`src/rtl/scan_ctrl.sv`:
```
// scan_ctrl: raster-scan controller that sits between a pixel source and a BMP writer.
// A start request with an in-range width/height opens a frame. Pixels are then
// accepted with a valid/ready handshake and presented one cycle later together
// with their (row, col) position. frame_done pulses once when the frame ends.
// Optional feature: define SCAN_ABORT_EN to let `abort` end a frame early.
// Without that macro the abort input is ignored and no abort logic is built.
module scan_ctrl #(
    parameter int MAX_WIDTH  = 1080,
    parameter int MAX_HEIGHT = 1080
) (
    input  logic        CLK,
    input  logic        RESET,
    input  logic        start,
    input  logic [31:0] width,
    input  logic [31:0] height,
    input  logic        in_valid,
    output logic        in_ready,
    input  logic [7:0]  in_r,
    input  logic [7:0]  in_g,
    input  logic [7:0]  in_b,
    input  logic        abort,
    output logic        out_valid,
    output logic [10:0] out_row,
    output logic [10:0] out_col,
    output logic [7:0]  out_r,
    output logic [7:0]  out_g,
    output logic [7:0]  out_b,
    output logic        busy,
    output logic        frame_done,
    output logic        cfg_err
);

    localparam logic [1:0] S_IDLE = 2'd0;
    localparam logic [1:0] S_SCAN = 2'd1;
    localparam logic [1:0] S_DONE = 2'd2;

    logic [1:0]  state;
    logic [1:0]  state_nxt;
    logic [31:0] width_q;
    logic [31:0] height_q;
    logic [10:0] row;
    logic [10:0] col;
    logic        cfg_ok;
    logic        accept;
    logic        xfer;
    logic        last_col;
    logic        last_row;
    logic        abort_hit;

    // The row/col counters are 11 bits wide. They are widened to 32 bits here so
    // that the end-of-line and end-of-frame compares use the full latched size.
    assign cfg_ok   = (width  >= 32'd1) && (width  <= 32'(MAX_WIDTH)) &&
                      (height >= 32'd1) && (height <= 32'(MAX_HEIGHT));
    assign accept   = (state == S_IDLE) && start && cfg_ok;
    assign in_ready = (state == S_SCAN);
    assign busy     = (state == S_SCAN) || (state == S_DONE);
    assign xfer     = in_valid && in_ready;
    assign last_col = ({21'd0, col} == (width_q  - 32'd1));
    assign last_row = ({21'd0, row} == (height_q - 32'd1));

`ifdef SCAN_ABORT_EN
    assign abort_hit = (state == S_SCAN) && abort;
`else
    // The abort input is intentionally left unconnected in this build.
    logic unused_abort;
    assign unused_abort = abort;
    assign abort_hit    = 1'b0;
`endif

    // Next-state decode for the IDLE -> SCAN -> DONE -> IDLE sequence.
    always_comb begin
        // NOTE: assign a default first, so that no path through the case statement leaves state_nxt unassigned and infers a latch.
        state_nxt = state;
        case (state)
            S_IDLE: if (accept) state_nxt = S_SCAN;
            S_SCAN: begin
                if (abort_hit)                        state_nxt = S_DONE;
                else if (xfer && last_col && last_row) state_nxt = S_DONE;
            end
            S_DONE: state_nxt = S_IDLE;
            default: state_nxt = S_IDLE;
        endcase
    end

    // State register. The pulse outputs are registered so that each lasts exactly one cycle.
    always_ff @(posedge CLK or negedge RESET) begin
        if (!RESET) begin
            state      <= S_IDLE;
            frame_done <= 1'b0;
            cfg_err    <= 1'b0;
        end else begin
            // NOTE: sequential state is updated with non-blocking assignments only, so every flop samples values from before the edge.
            state      <= state_nxt;
            frame_done <= (state_nxt == S_DONE);
            cfg_err    <= (state == S_IDLE) && start && !cfg_ok;
        end
    end

    // Latch the frame size and advance the raster counters on each transfer.
    always_ff @(posedge CLK or negedge RESET) begin
        if (!RESET) begin
            width_q  <= 32'd0;
            height_q <= 32'd0;
            row      <= 11'd0;
            col      <= 11'd0;
        end else if (accept) begin
            width_q  <= width;
            height_q <= height;
            row      <= 11'd0;
            col      <= 11'd0;
        end else if (abort_hit) begin
            row <= 11'd0;
            col <= 11'd0;
        end else if (xfer) begin
            if (last_col) begin
                col <= 11'd0;
                row <= last_row ? 11'd0 : row + 11'd1;
            end else begin
                col <= col + 11'd1;
            end
        end
    end

    // Present each accepted pixel one cycle after its transfer. Between transfers the
    // position and pixel outputs hold their last values.
    always_ff @(posedge CLK or negedge RESET) begin
        if (!RESET) begin
            out_valid <= 1'b0;
            out_row   <= 11'd0;
            out_col   <= 11'd0;
            out_r     <= 8'd0;
            out_g     <= 8'd0;
            out_b     <= 8'd0;
        end else begin
            out_valid <= xfer;
            if (xfer) begin
                out_row <= row;
                out_col <= col;
                out_r   <= in_r;
                out_g   <= in_g;
                out_b   <= in_b;
            end
        end
    end

endmodule

```
`config.mk`:
```
export PLATFORM = sky130hd
export DESIGN_NAME = scan_ctrl
export DESIGN_NICKNAME = d
export VERILOG_FILES = /design/src/rtl/scan_ctrl.sv
export SDC_FILE = /design/constraint.sdc
export NUM_CORES = 1
export LEC_CHECK = 0
export ABC_CLOCK_PERIOD_IN_PS = 10000
export BUFFER_PORTS_ARGS = -buffer_cell sky130_fd_sc_hd__clkbuf_2
export CAP_MARGIN = 25
export CORE_MARGIN = 2
export CORE_UTILIZATION = 60
export DETAILED_ROUTE_END_ITERATION = 16
export GPL_TIMING_DRIVEN = 0
export PLACE_DENSITY_LB_ADDON = 0.25
export SLEW_MARGIN = 20
export SYNTH_ARGS = -nofsm -noshare
export SYNTH_HDL_FRONTEND = slang
export SYNTH_SLANG_ARGS = --single-unit
```
`constraint.sdc`:
```
create_clock -name CLK -period 10 [get_ports CLK]
set_input_delay 1 -clock CLK [delete_from_list [all_inputs] [get_ports CLK]]
set_output_delay 1 -clock CLK [all_outputs]
set_load 0.02 [all_outputs]
```
# After elaboration in Yosys (flattened, before gate mapping)
# Cells that the tools add are included.
[totals]
ff_bits = 137
out_inout_bits = 51
[classes]
addsub = 4
magnitude_cmp = 4
eq_ne = 5
n_mux = 10
reduce_logical = 15
[op_table]
columns = ["cell", "n"]
rows = [
  ["11-bit two-way mux", 7],
  ["11-bit by 32-bit equality test with 1-bit output", 2],
  ["32-bit by 1-bit >= comparator with 1-bit output (second input constant)", 2],
  ["32-bit by 11-bit <= comparator with 1-bit output (second input constant)", 2],
  ["32-bit by 1-bit subtractor with 32-bit output (second input constant)", 2],
  ["11-bit by 1-bit adder with 11-bit output (second input constant)", 2],
  ["1-bit logical AND", 9],
  ["2-bit equality test (second input constant)", 2],
  ["2-bit two-way mux", 2],
  ["2-bit case mux with 2 select lines", 1],
  ["2-bit nonzero test", 2],
  ["2-bit by 1-bit equality test with 1-bit output (second input constant)", 1],
  ["2-bit logical NOT", 1],
  ["2-bit AND reduction", 1],
  ["1-bit logical NOT", 1],
  ["1-bit logical OR", 1],
]

# Longest topological paths before layout
# Gate-level depths: netlist of run 1.
[depth]
depth_word = 8
mapped_depth = 12
mapped_depth_nobuf = 10

# Worst setup path after synthesis of run 1
# OpenSTA, ideal clock, no wires.
[synth_timing]
kind = "input port to flip-flop"
start = "input port height[14]"
end = "register col[7]"
setup_time_ps = 126
arrival_time_ps = 3364
t_required_ps = 9874
slack_ps = 6510
path_stages = 6
path_cell_list = "or4_1 nor4_1 nand2_1 nor4_1 nor2_1 a221o_1"
[synth_via]
elab_chain_cells = 5
[synth_rtl]
columns = ["element", "line", "rtl"]
rows = [
  ["start: declaration", "15", "input logic [31:0] height,"],
  ["32-bit by 1-bit >= comparator with 1-bit output", "53", "(height >= 32'd1) && (height <= 32'(MAX_HEIGHT));"],
  ["1-bit logical AND", "52", "assign cfg_ok = (width >= 32'd1) && (width <= 32'(MAX_WIDTH)) &&"],
  ["1-bit logical AND *", "53", ""],
  ["1-bit logical AND *", "54", "assign accept = (state == S_IDLE) && start && cfg_ok;"],
  ["11-bit two-way mux or 2-bit nonzero test (tied branches)", "-", ""],
  ["end signal: assignment", "119", "col <= col + 11'd1;"],
  ["end: declaration", "42", "logic [10:0] col;"],
]
# Mark *: on every way between the ends. The rest lies on a longest branch, timed or not.
# A chain may end at the register's enable or synchronous reset.

# Worst setup path after layout of run 1
[layout_timing]
start = "register height_q[0]"
end = "register frame_done"
[layout_via]
elab_chain_cells = 6
[layout_rtl]
columns = ["element", "line", "rtl"]
rows = [
  ["start: declaration", "40", "logic [31:0] height_q;"],
  ["start signal: assignment", "108", "height_q <= height;"],
  ["32-bit by 1-bit subtractor with 32-bit output", "59", "assign last_row = ({21'd0, row} == (height_q - 32'd1));"],
  ["11-bit by 32-bit equality test with 1-bit output", "59", ""],
  ["1-bit logical AND", "78", "else if (xfer && last_col && last_row) state_nxt = S_DONE;"],
  ["2-bit two-way mux", "78", ""],
  ["2-bit case mux with 2 select lines", "74", "case (state)"],
  ["2-bit equality test", "94", "frame_done <= (state_nxt == S_DONE);"],
  ["end signal: assignment", "94", ""],
  ["end: declaration", "29", "output logic frame_done,"],
]
# No other way between the ends.

==> flow_summary.yaml, run 1 <==
status:
  status: "completed"
floorplan:
  start_util: 0.612
  die_w_um: 114
  num_rows: 40
  ioPinCount: 144
  core_region_area_mm2: 0.0119
  die_h_um: 114
  dieArea_mm2: 0.0130
synth:
  ys_types: 74
  ys.flop_type: "dfrtp_1"
  synthTopCellsByArea: "dfrtp_1 (47%), mux2_2 (9.9%), and2_1 (3.8%), nor4_1 (3.6%), xor2_1 (2.0%)"
  synth_edf_count: 0
  synth_top_area_frac: 0.471
  syn_inst: 693
  synthArstFlopShare: 1.00
  synth.avg_cell_area_um2: 10.5
  synth_fp_nets: 792
  seq_area_frac_synth: 0.471
  synth_seq_cells: 137
  syn_area_mm2: 0.00728
  synth_warnings: 0
  yosysTopAreaCell: "dfrtp_1"
final_layout:
  drive_gt1_frac: 0.311
  diodes: 0
  final_common_cell: "clkbuf_2"
  postLayoutCoreUtil: 0.739
  instances_no_fill: 1015
  fillers: 827
  fin_nets: 955
  area_growth_pct: 20.8
  layout_common_cells: "clkbuf_2 (142), dfrtp_1 (137), mux2_2 (64)"
clock_tree:
  cts_setup_buffers: 0
  cts_tree: "built"
  cts_buffers: 17
  insertion_delay_ps: 430
  postCtsHoldBufs: 0
  cts_sinks: 137
  clk_pin_slew_worst_paths_ps: 60
  clockBufferDepth: 2
  clockRootBuffer: "clkbuf_16"
  ctsResizeCount: 0
  htree_levels: 4
global_routing:
  grt_antenna_before_repair: 0
  grt_max_degree: 72
  grt_pass1_wl_um: 31800
  grt.busiest_layer: "met2"
  grt_pass1_vias: 6313
  use_met1: 0.402
  overflow: 0
  grt_use_total: 0.316
  gr-usage-met2: 0.527
  met3_usage: 0.0746
power:
  p_comb_frac: 0.169
  power_frac_seq: 0.426
  sw_frac_of_total: 0.286
  p_switching_mw: 0.426
  ir_drop_v: 0.000168
  power.density_mw_per_mm2: 169
  p_clk_frac: 0.405
  p_int_mw: 1.06
  leakagePower_nw: 4.24
route:
  antenna_left: 0
  detail_route.wl_per_cell_um: 19.5
  num_vias: 6454
  drt-initial-drc-count: 695
  drc: 0
  drt-total-wl_um: 19800
  first_pass_iters: 7
  vias_per_cell: 6.36
sta:
  setup_tns_ps: 0
  finalSetupViolCount: 0
  clock.fmax_mhz: 241
  drv_slew: 0
  post-route-period-util: 0.415
  hold_slack_ps: 492
  slew_headroom: 0.342
  worstMarginPinSlew_ps: 973
  report.final.hold_viol_count: 0
  min_period_ps: 4150
  fin_worst_skew_ps: 11.5
  grt_setup_unrepaired: "no"
setup_path:
  cp.arrival_ps: 4510
  worstPathRequired_ps: 10360
  cp_max_fo: 8
  critPathKind: "reg -> reg"
  end_kind: "register"
  critPathLaunchType: "register"
run:
  max-cap-violations: 0
hold_path:
  hold_class: "reg -> reg"
placed_design:
  dp_cells: 984
  place_hpwl_um: 14400
  numPortBuffers: 142
  routabilityCongestion: 0.960
## path summary, 6_finish.rpt
path                               from      endpoint  slack (ps)  cells past startpoint
setup / recovery            height_q[0]    frame_done        5850                     11
hold / removal             height_q[31]  height_q[31]         490                      2
setup reg to reg            height_q[0]    frame_done        5850                     11
hold reg to reg            height_q[31]  height_q[31]         490                      2
max in group asynchronous         RESET  height_q[11]        8740                      2
min in group asynchronous         RESET   width_q[13]         560                      1
## power by group through the flow
stage | clock network (mW) | registers (mW) | logic [mW]
final | 0.602 | 0.633 | 0.252
after global routing | 0.632 | 0.637 | 0.273
after CTS | 0.603 | 0.632 | 0.250
after detailed placement | 0 | 0.640 | 0.247
after global placement | 0 | 0.638 | 0.236
after floorplan | 0 | 0.663 | 0.123
## state kept, by name (all words and copies together), names as in the netlist
signal / count
out_row: 11
cfg_err: 1
col: 11
out_col: 11
width_q: 32
frame_done: 1
height_q: 32
out_valid: 1
row: 11
state: 2
out_g: 8
out_r: 8
out_b: 8
## synthesized netlist by cell type, types with 3 or more instances
master	count
dfrtp_1	137
mux2_2	64
and2_1	44
nor4_1	42
nor2_1	33
nand2_1	29
clkbuf_1	27
nand3_1	23
o21ai_0	22
nor3_1	21
nand4_1	18
xor2_1	17
inv_1	16
xnor2_1	16
or4_1	15
a21oi_1	12
o31ai_1	12
and3_1	11
a22oi_1	9
a221o_1	8
nor2b_1	7
or2_2	7
or3_1	7
ha_1	6
nor4b_1	6
nand3b_1	5
o211ai_1	5
o41ai_1	5
buf_2	4
mux2i_1	4
or4_4	4
a41oi_1	3
o32ai_1	3
## through the flow
| stage | cell area, µm² | setup slack [ps] | power (mW) |
|---|---|---|---|
| floorplan | 7280 | 6510 | 0.786 |
| global placement | 8180 | 5550 | 0.873 |
| detailed placement | 8230 | 6020 | 0.887 |
| CTS | 8790 | 5950 | 1.48 |
| global route | 8800 | 5550 | 1.54 |
| finish | 8800 | 5850 | 1.49 |
## cell families after synthesis
family,Yosys count,share of synthesized area
multiplexers,68,0.104
XOR/XNOR,33,0.0397
flip-flops,137,0.471
AO/OA/AOI/OAI,104,0.105
buffers and inverters,52,0.0302
adder cells (fa/ha/maj),6,0.0103
AND/OR/NAND/NOR,293,0.239
## layer usage
| metal | wire length (µm) | part of all wire |
|---|---|---|
| met1 | 8050 | 0.41 |
| met2 | 9730 | 0.49 |
| met3 | 1410 | 0.071 |
| met4 | 650 | 0.033 |
| met5 | 0 | 0 |
## area by class of cell
cell class / count / area [µm²] / share of cell area
multi-input combinational: 504 / 3650 / 0.415
sequential: 137 / 3430 / 0.390
timing repair buffer: 144 / 752 / 0.0854
clock buffer: 22 / 474 / 0.0539
tap: 147 / 184 / 0.0209
buffer: 36 / 160 / 0.0182
clock inverter: 9 / 93.8 / 0.0107
inverter: 16 / 60.1 / 0.00682
## worst max-delay path, stage by stage, from the launching register on
cell and delay (ps):
dfrtp_1 350, clkbuf_1 200, inv_1 120, ha_1 280, nor4b_1 820, nand4_2 370, or4_4 530, a2111oi_2 380
nand4_1 140, or4_4 570, o21ai_1 150, a21o_1 180
(Power assumes the default switching activity.)
==> run 2: changes to the inputs <==
ABC_CLOCK_PERIOD_IN_PS = 3330   (was 10000)
CORE_UTILIZATION = 50   (was 60)
clock period = 3.33 ns   (was 10 ns; I/O delays follow)
==> flow_summary.yaml, run 2 (same netlist as run 1, synthesis figures left out) <==
status:
  status: "completed"
setup_path:
  worstPathRequired_ps: 3690
  cp.arrival_ps: 3680
  cp_max_fo: 6
  critPathLaunchType: "register"
  rr_worst_depth: 8
  critPathKind: "reg -> reg"
  end_kind: "register"
global_routing:
  grt_use_total: 0.265
  overflow: 0
  grt_max_degree: 93
  grt_pass1_wl_um: 33100
  grt_pass1_vias: 6413
  grt_antenna_before_repair: 0
placed_design:
  routabilityCongestion: 0.912
  place_hpwl_um: 14700
  dp_cells: 1020
  numPortBuffers: 142
  placed_area_mm2: 0.00827
power:
  ir_drop_v: 0.000371
  power.density_mw_per_mm2: 482
  power_mw: 4.56
  leakagePower_nw: 4.46
route:
  first_pass_iters: 5
  drt-total-wl_um: 20500
  drc: 0
  antenna_left: 0
  drt-initial-drc-count: 486
  num_vias: 6457
  vias_per_cell: 5.95
  detail_route.wl_per_cell_um: 18.9
final_layout:
  reg.largest.list: "height_q: 32 flops, width_q: 32 flops"
  instances_no_fill: 1085
  diodes: 0
  postLayoutCoreUtil: 0.659
  area_growth_pct: 29.9
  final_common_cell: "clkbuf_2"
  drive_gt1_frac: 0.393
  fin_nets: 987
  layout_common_cells: "clkbuf_2 (141), dfrtp_1 (126), mux2_2 (64)"
  fillers: 1123
  finalInstanceArea_mm2: 0.00947
sta:
  worstMarginPinSlew_ps: 970
  clock.fmax_mhz: 301
  finalSetupViolCount: 0
  min_period_ps: 3320
  drv_slew: 0
  slew_headroom: 0.348
  fin_worst_skew_ps: 7.65
  post-route-period-util: 0.997
  setup_tns_ps: 0
  grt_setup_unrepaired: "yes"
  report.final.hold_viol_count: 0
floorplan:
  core_region_area_mm2: 0.0144
  die_w_um: 125
  die_h_um: 125
  ioPinCount: 144
  num_rows: 44
  dieArea_mm2: 0.0156
  start_util: 0.507
run:
  max-cap-violations: 0
hold_path:
  whs_path_depth: 2
  hold_class: "in -> reg"
clock_tree:
  cts_sinks: 137
  insertion_delay_ps: 430
  cts_tree: "built"
  clockBufferDepth: 2
  clockRootBuffer: "clkbuf_16"
  cts_buffers: 17
  htree_levels: 4
  clk_pin_slew_worst_paths_ps: 60
-- run 2: worst max-delay path: stages, from the launching register on --
cell       delay, ps
dfrtp_2          440
or4_4            600
or4_4            590
o41ai_2          330
nand4bb_1        210
nor4_4           220
nand4_1          180
or4b_4           530
a21oi_1          150
-- run 2: final timing paths --
path | start | slack [ps] | endpoint
max in group asynchronous | RESET | 2140 | width_q[0]
setup reg to reg | width_q[5] | 10 | row[2]
hold reg to reg | height_q[31] | 490 | height_q[31]
setup / recovery | width_q[5] | 10 | row[2]
min in group asynchronous | RESET | 410 | width_q[16]
hold / removal | in_b[3] | 130 | out_b[3]
-- run 2: stage by stage --
stage	setup slack [ps]	hold WS, ps
floorplan	83.9	37.4
global placement	-585	477
finish	10.9	130
detailed placement	-589	298
CTS	-3.22	123
global route	-70.8	122
-- run 2: area by class of cell --
cell class / count / area [µm²] / area share
clock buffers: 18 / 429 / 0.0453
plain buffers: 32 / 164 / 0.0173
well taps: 184 / 230 / 0.0243
multi-input cells: 504 / 3970 / 0.419
repair buffers: 180 / 1030 / 0.109
clock inverters: 14 / 139 / 0.0147
flip-flops and latches: 137 / 3440 / 0.364
inverters: 16 / 60.1 / 0.00635
-- run 2: what timing repair did --
item	CTS	global route
hold endpoints to repair	45	0
hold buffers	1	0
cloned	0	1
gates resized for setup	36	41
endpoints found under the setup margin	25	24
setup buffers	11	24
pin swaps	11	15
-- run 2: report_power, final --
part	leakage, nW	switching, mW	internal [mW]	total (mW)
Combinational	2.44	0.462	0.363	0.825
Clock	0.282	0.794	1.05	1.84
Sequential	1.75	0.108	1.79	1.89
Total	4.46	1.36	3.19	4.56
-- run 2: per-layer routing --
layer,track usage,up-vias,wire (µm)
met4,0.0945,0,440
met2,0.433,243,9990
li1,-,2997,-
met3,0.0571,34,1140
met1,0.351,3183,8880
met5,0,-,0
==> run 3: changes to the inputs <==
--- a/config.mk
+++ b/config.mk
@@ -6,5 +6,5 @@
 export NUM_CORES = 1
 export LEC_CHECK = 0
-export ABC_CLOCK_PERIOD_IN_PS = 3330
+export ABC_CLOCK_PERIOD_IN_PS = 3050
 export BUFFER_PORTS_ARGS = -buffer_cell sky130_fd_sc_hd__clkbuf_2
 export CAP_MARGIN = 25
@@ -13,5 +13,5 @@
 export DETAILED_ROUTE_END_ITERATION = 16
 export GPL_TIMING_DRIVEN = 0
-export PLACE_DENSITY_LB_ADDON = 0.25
+export PLACE_DENSITY_LB_ADDON = 0.1
 export SLEW_MARGIN = 20
 export SYNTH_ARGS = -nofsm -noshare
==> constraint.sdc (replaced) <==
create_clock -name CLK -period 3.05 [get_ports CLK]
set_input_delay 0.305 -clock CLK [delete_from_list [all_inputs] [get_ports CLK]]
set_output_delay 0.305 -clock CLK [all_outputs]
set_load 0.05 [all_outputs]
==> flow_summary.yaml, run 3 (same netlist as run 1, synthesis figures left out) <==
sta:
  fin_worst_skew_ps: 7.48
  grt_setup_unrepaired: "yes"
  min_period_ps: 3260
  worstMarginPinSlew_ps: 745
  clock.fmax_mhz: 307
  slew_headroom: 0.503
  post-route-period-util: 1.07
  setup_tns_ps: -2470
  finalSetupViolCount: 25
  drv_slew: 0
  report.final.hold_viol_count: 0
  worst_slack_ps: -211
power:
  leakagePower_nw: 4.57
  power.density_mw_per_mm2: 544
  ir_drop_v: 0.000403
route:
  first_pass_iters: 5
  antenna_left: 0
  drt-initial-drc-count: 544
  drt-total-wl_um: 21600
  vias_per_cell: 6.05
  drc: 0
  detail_route.wl_per_cell_um: 19.7
  num_vias: 6649
final_layout:
  postLayoutCoreUtil: 0.686
  diodes: 0
  area_growth_pct: 35.3
  fin_nets: 1001
  final_common_cell: "clkbuf_2"
  instances_no_fill: 1099
  drive_gt1_frac: 0.438
  reg.largest.list: "height_q: 32 flops, width_q: 32 flops"
  layout_common_cells: "clkbuf_2 (141), dfrtp_1 (127), mux2_2 (64)"
floorplan:
  start_util: 0.507
  dieArea_mm2: 0.0156
  die_h_um: 125
  die_w_um: 125
  core_region_area_mm2: 0.0144
  num_rows: 44
  ioPinCount: 144
setup_path:
  end_kind: "register"
  cp_max_fo: 6
  critPathKind: "reg -> reg"
  critPathLaunchType: "register"
  worstPathRequired_ps: 3350
  cp.arrival_ps: 3560
hold_path:
  hold_class: "in -> reg"
placed_design:
  dp_cells: 1021
  place_hpwl_um: 14600
  numPortBuffers: 142
  dp_worst_setup_slack_ps: -615
  routabilityCongestion: 0.958
clock_tree:
  insertion_delay_ps: 440
  htree_levels: 4
  cts_buffers: 17
  clockBufferDepth: 2
  cts_sinks: 137
  clockRootBuffer: "clkbuf_16"
  cts_tree: "built"
  clk_pin_slew_worst_paths_ps: 70
global_routing:
  grt_antenna_before_repair: 0
  grt_pass1_wl_um: 34200
  grt_max_degree: 98
  grt_use_total: 0.277
  overflow: 0
  grt_pass1_vias: 6602
status:
  violations: "setup timing"
  status: "finished, violations left"
run:
  max-cap-violations: 0
run 3: cell count changes in the layout (fill, tap and decap cells not counted), sizes merged:
cell / delta
and3: +1
clkinvlp: +1
buf: +11
inv: +4
clkinv: -4
clkbuf: -1
nand3: +1
nor2: +1
run 3: final timing paths:
| path | start | to | slack, ps | cells after the start |
|---|---|---|---|---|
| max in group asynchronous | RESET | width_q[8] | 1890 | 3 |
| worst min-delay path | in_b[2] | out_b[2] | 90 | 2 |
| worst min register to register | out_row[10] | out_row[10] | 500 | 1 |
| worst max register to register | height_q[16] | row[2] | -210 | 9 |
| worst max-delay path | height_q[16] | row[2] | -210 | 9 |
| min in group asynchronous | RESET | out_row[6] | 360 | 2 |
run 3: layer usage:
layer,GRT usage,vias up,wire length (µm)
met2,0.450,265,10600
met5,0,-,0
li1,-,3024,-
met3,0.0593,59,1160
met1,0.361,3301,9060
met4,0.115,0,783
run 3: critical path: stages, from the launching register on:
cell and delay, ps:
dfrtp_2 410, or4_4 540, or2_1 230, buf_6 130, or4_4 440, a2111oi_4 360, nand4_1 150, or4_4 610
or4b_1 190, a21oi_1 60
run 3: where the power goes:
part / switching (mW) / internal [mW] / total (mW)
Clock: 0.921 / 1.17 / 2.09
Combinational: 0.755 / 0.444 / 1.20
Sequential: 0.125 / 1.95 / 2.07
Total: 1.80 / 3.56 / 5.36
run 3: timing repair:
action	CTS	global route
cloned	3	1
setup buffers	31	17
endpoints found under the setup margin	25	25
hold buffers	1	0
hold endpoints to repair	40	0
resized for setup	68	42
pin swaps	26	29
run 3: area by class of cell:
cell class,count,area (µm²)
fillers,1071,4510
multi-input cells,507,4230
clock buffers,17,425
repair buffers,194,1160
well taps,184,230
flip-flops and latches,137,3440
inverters,16,60.1
plain buffers,29,144
clock inverters,15,173
run 3: per-stage QoR:
step | instance area [µm²] | hold WS (ps) | power [mW]
floorplan | 7390 | 9.41 | 2.78
global placement | 8330 | 463 | 3.09
detailed placement | 8380 | 252 | 3.12
CTS | 9560 | 81.8 | 5.34
global route | 9860 | 89.7 | 5.57
finish | 9860 | 93.8 | 5.36
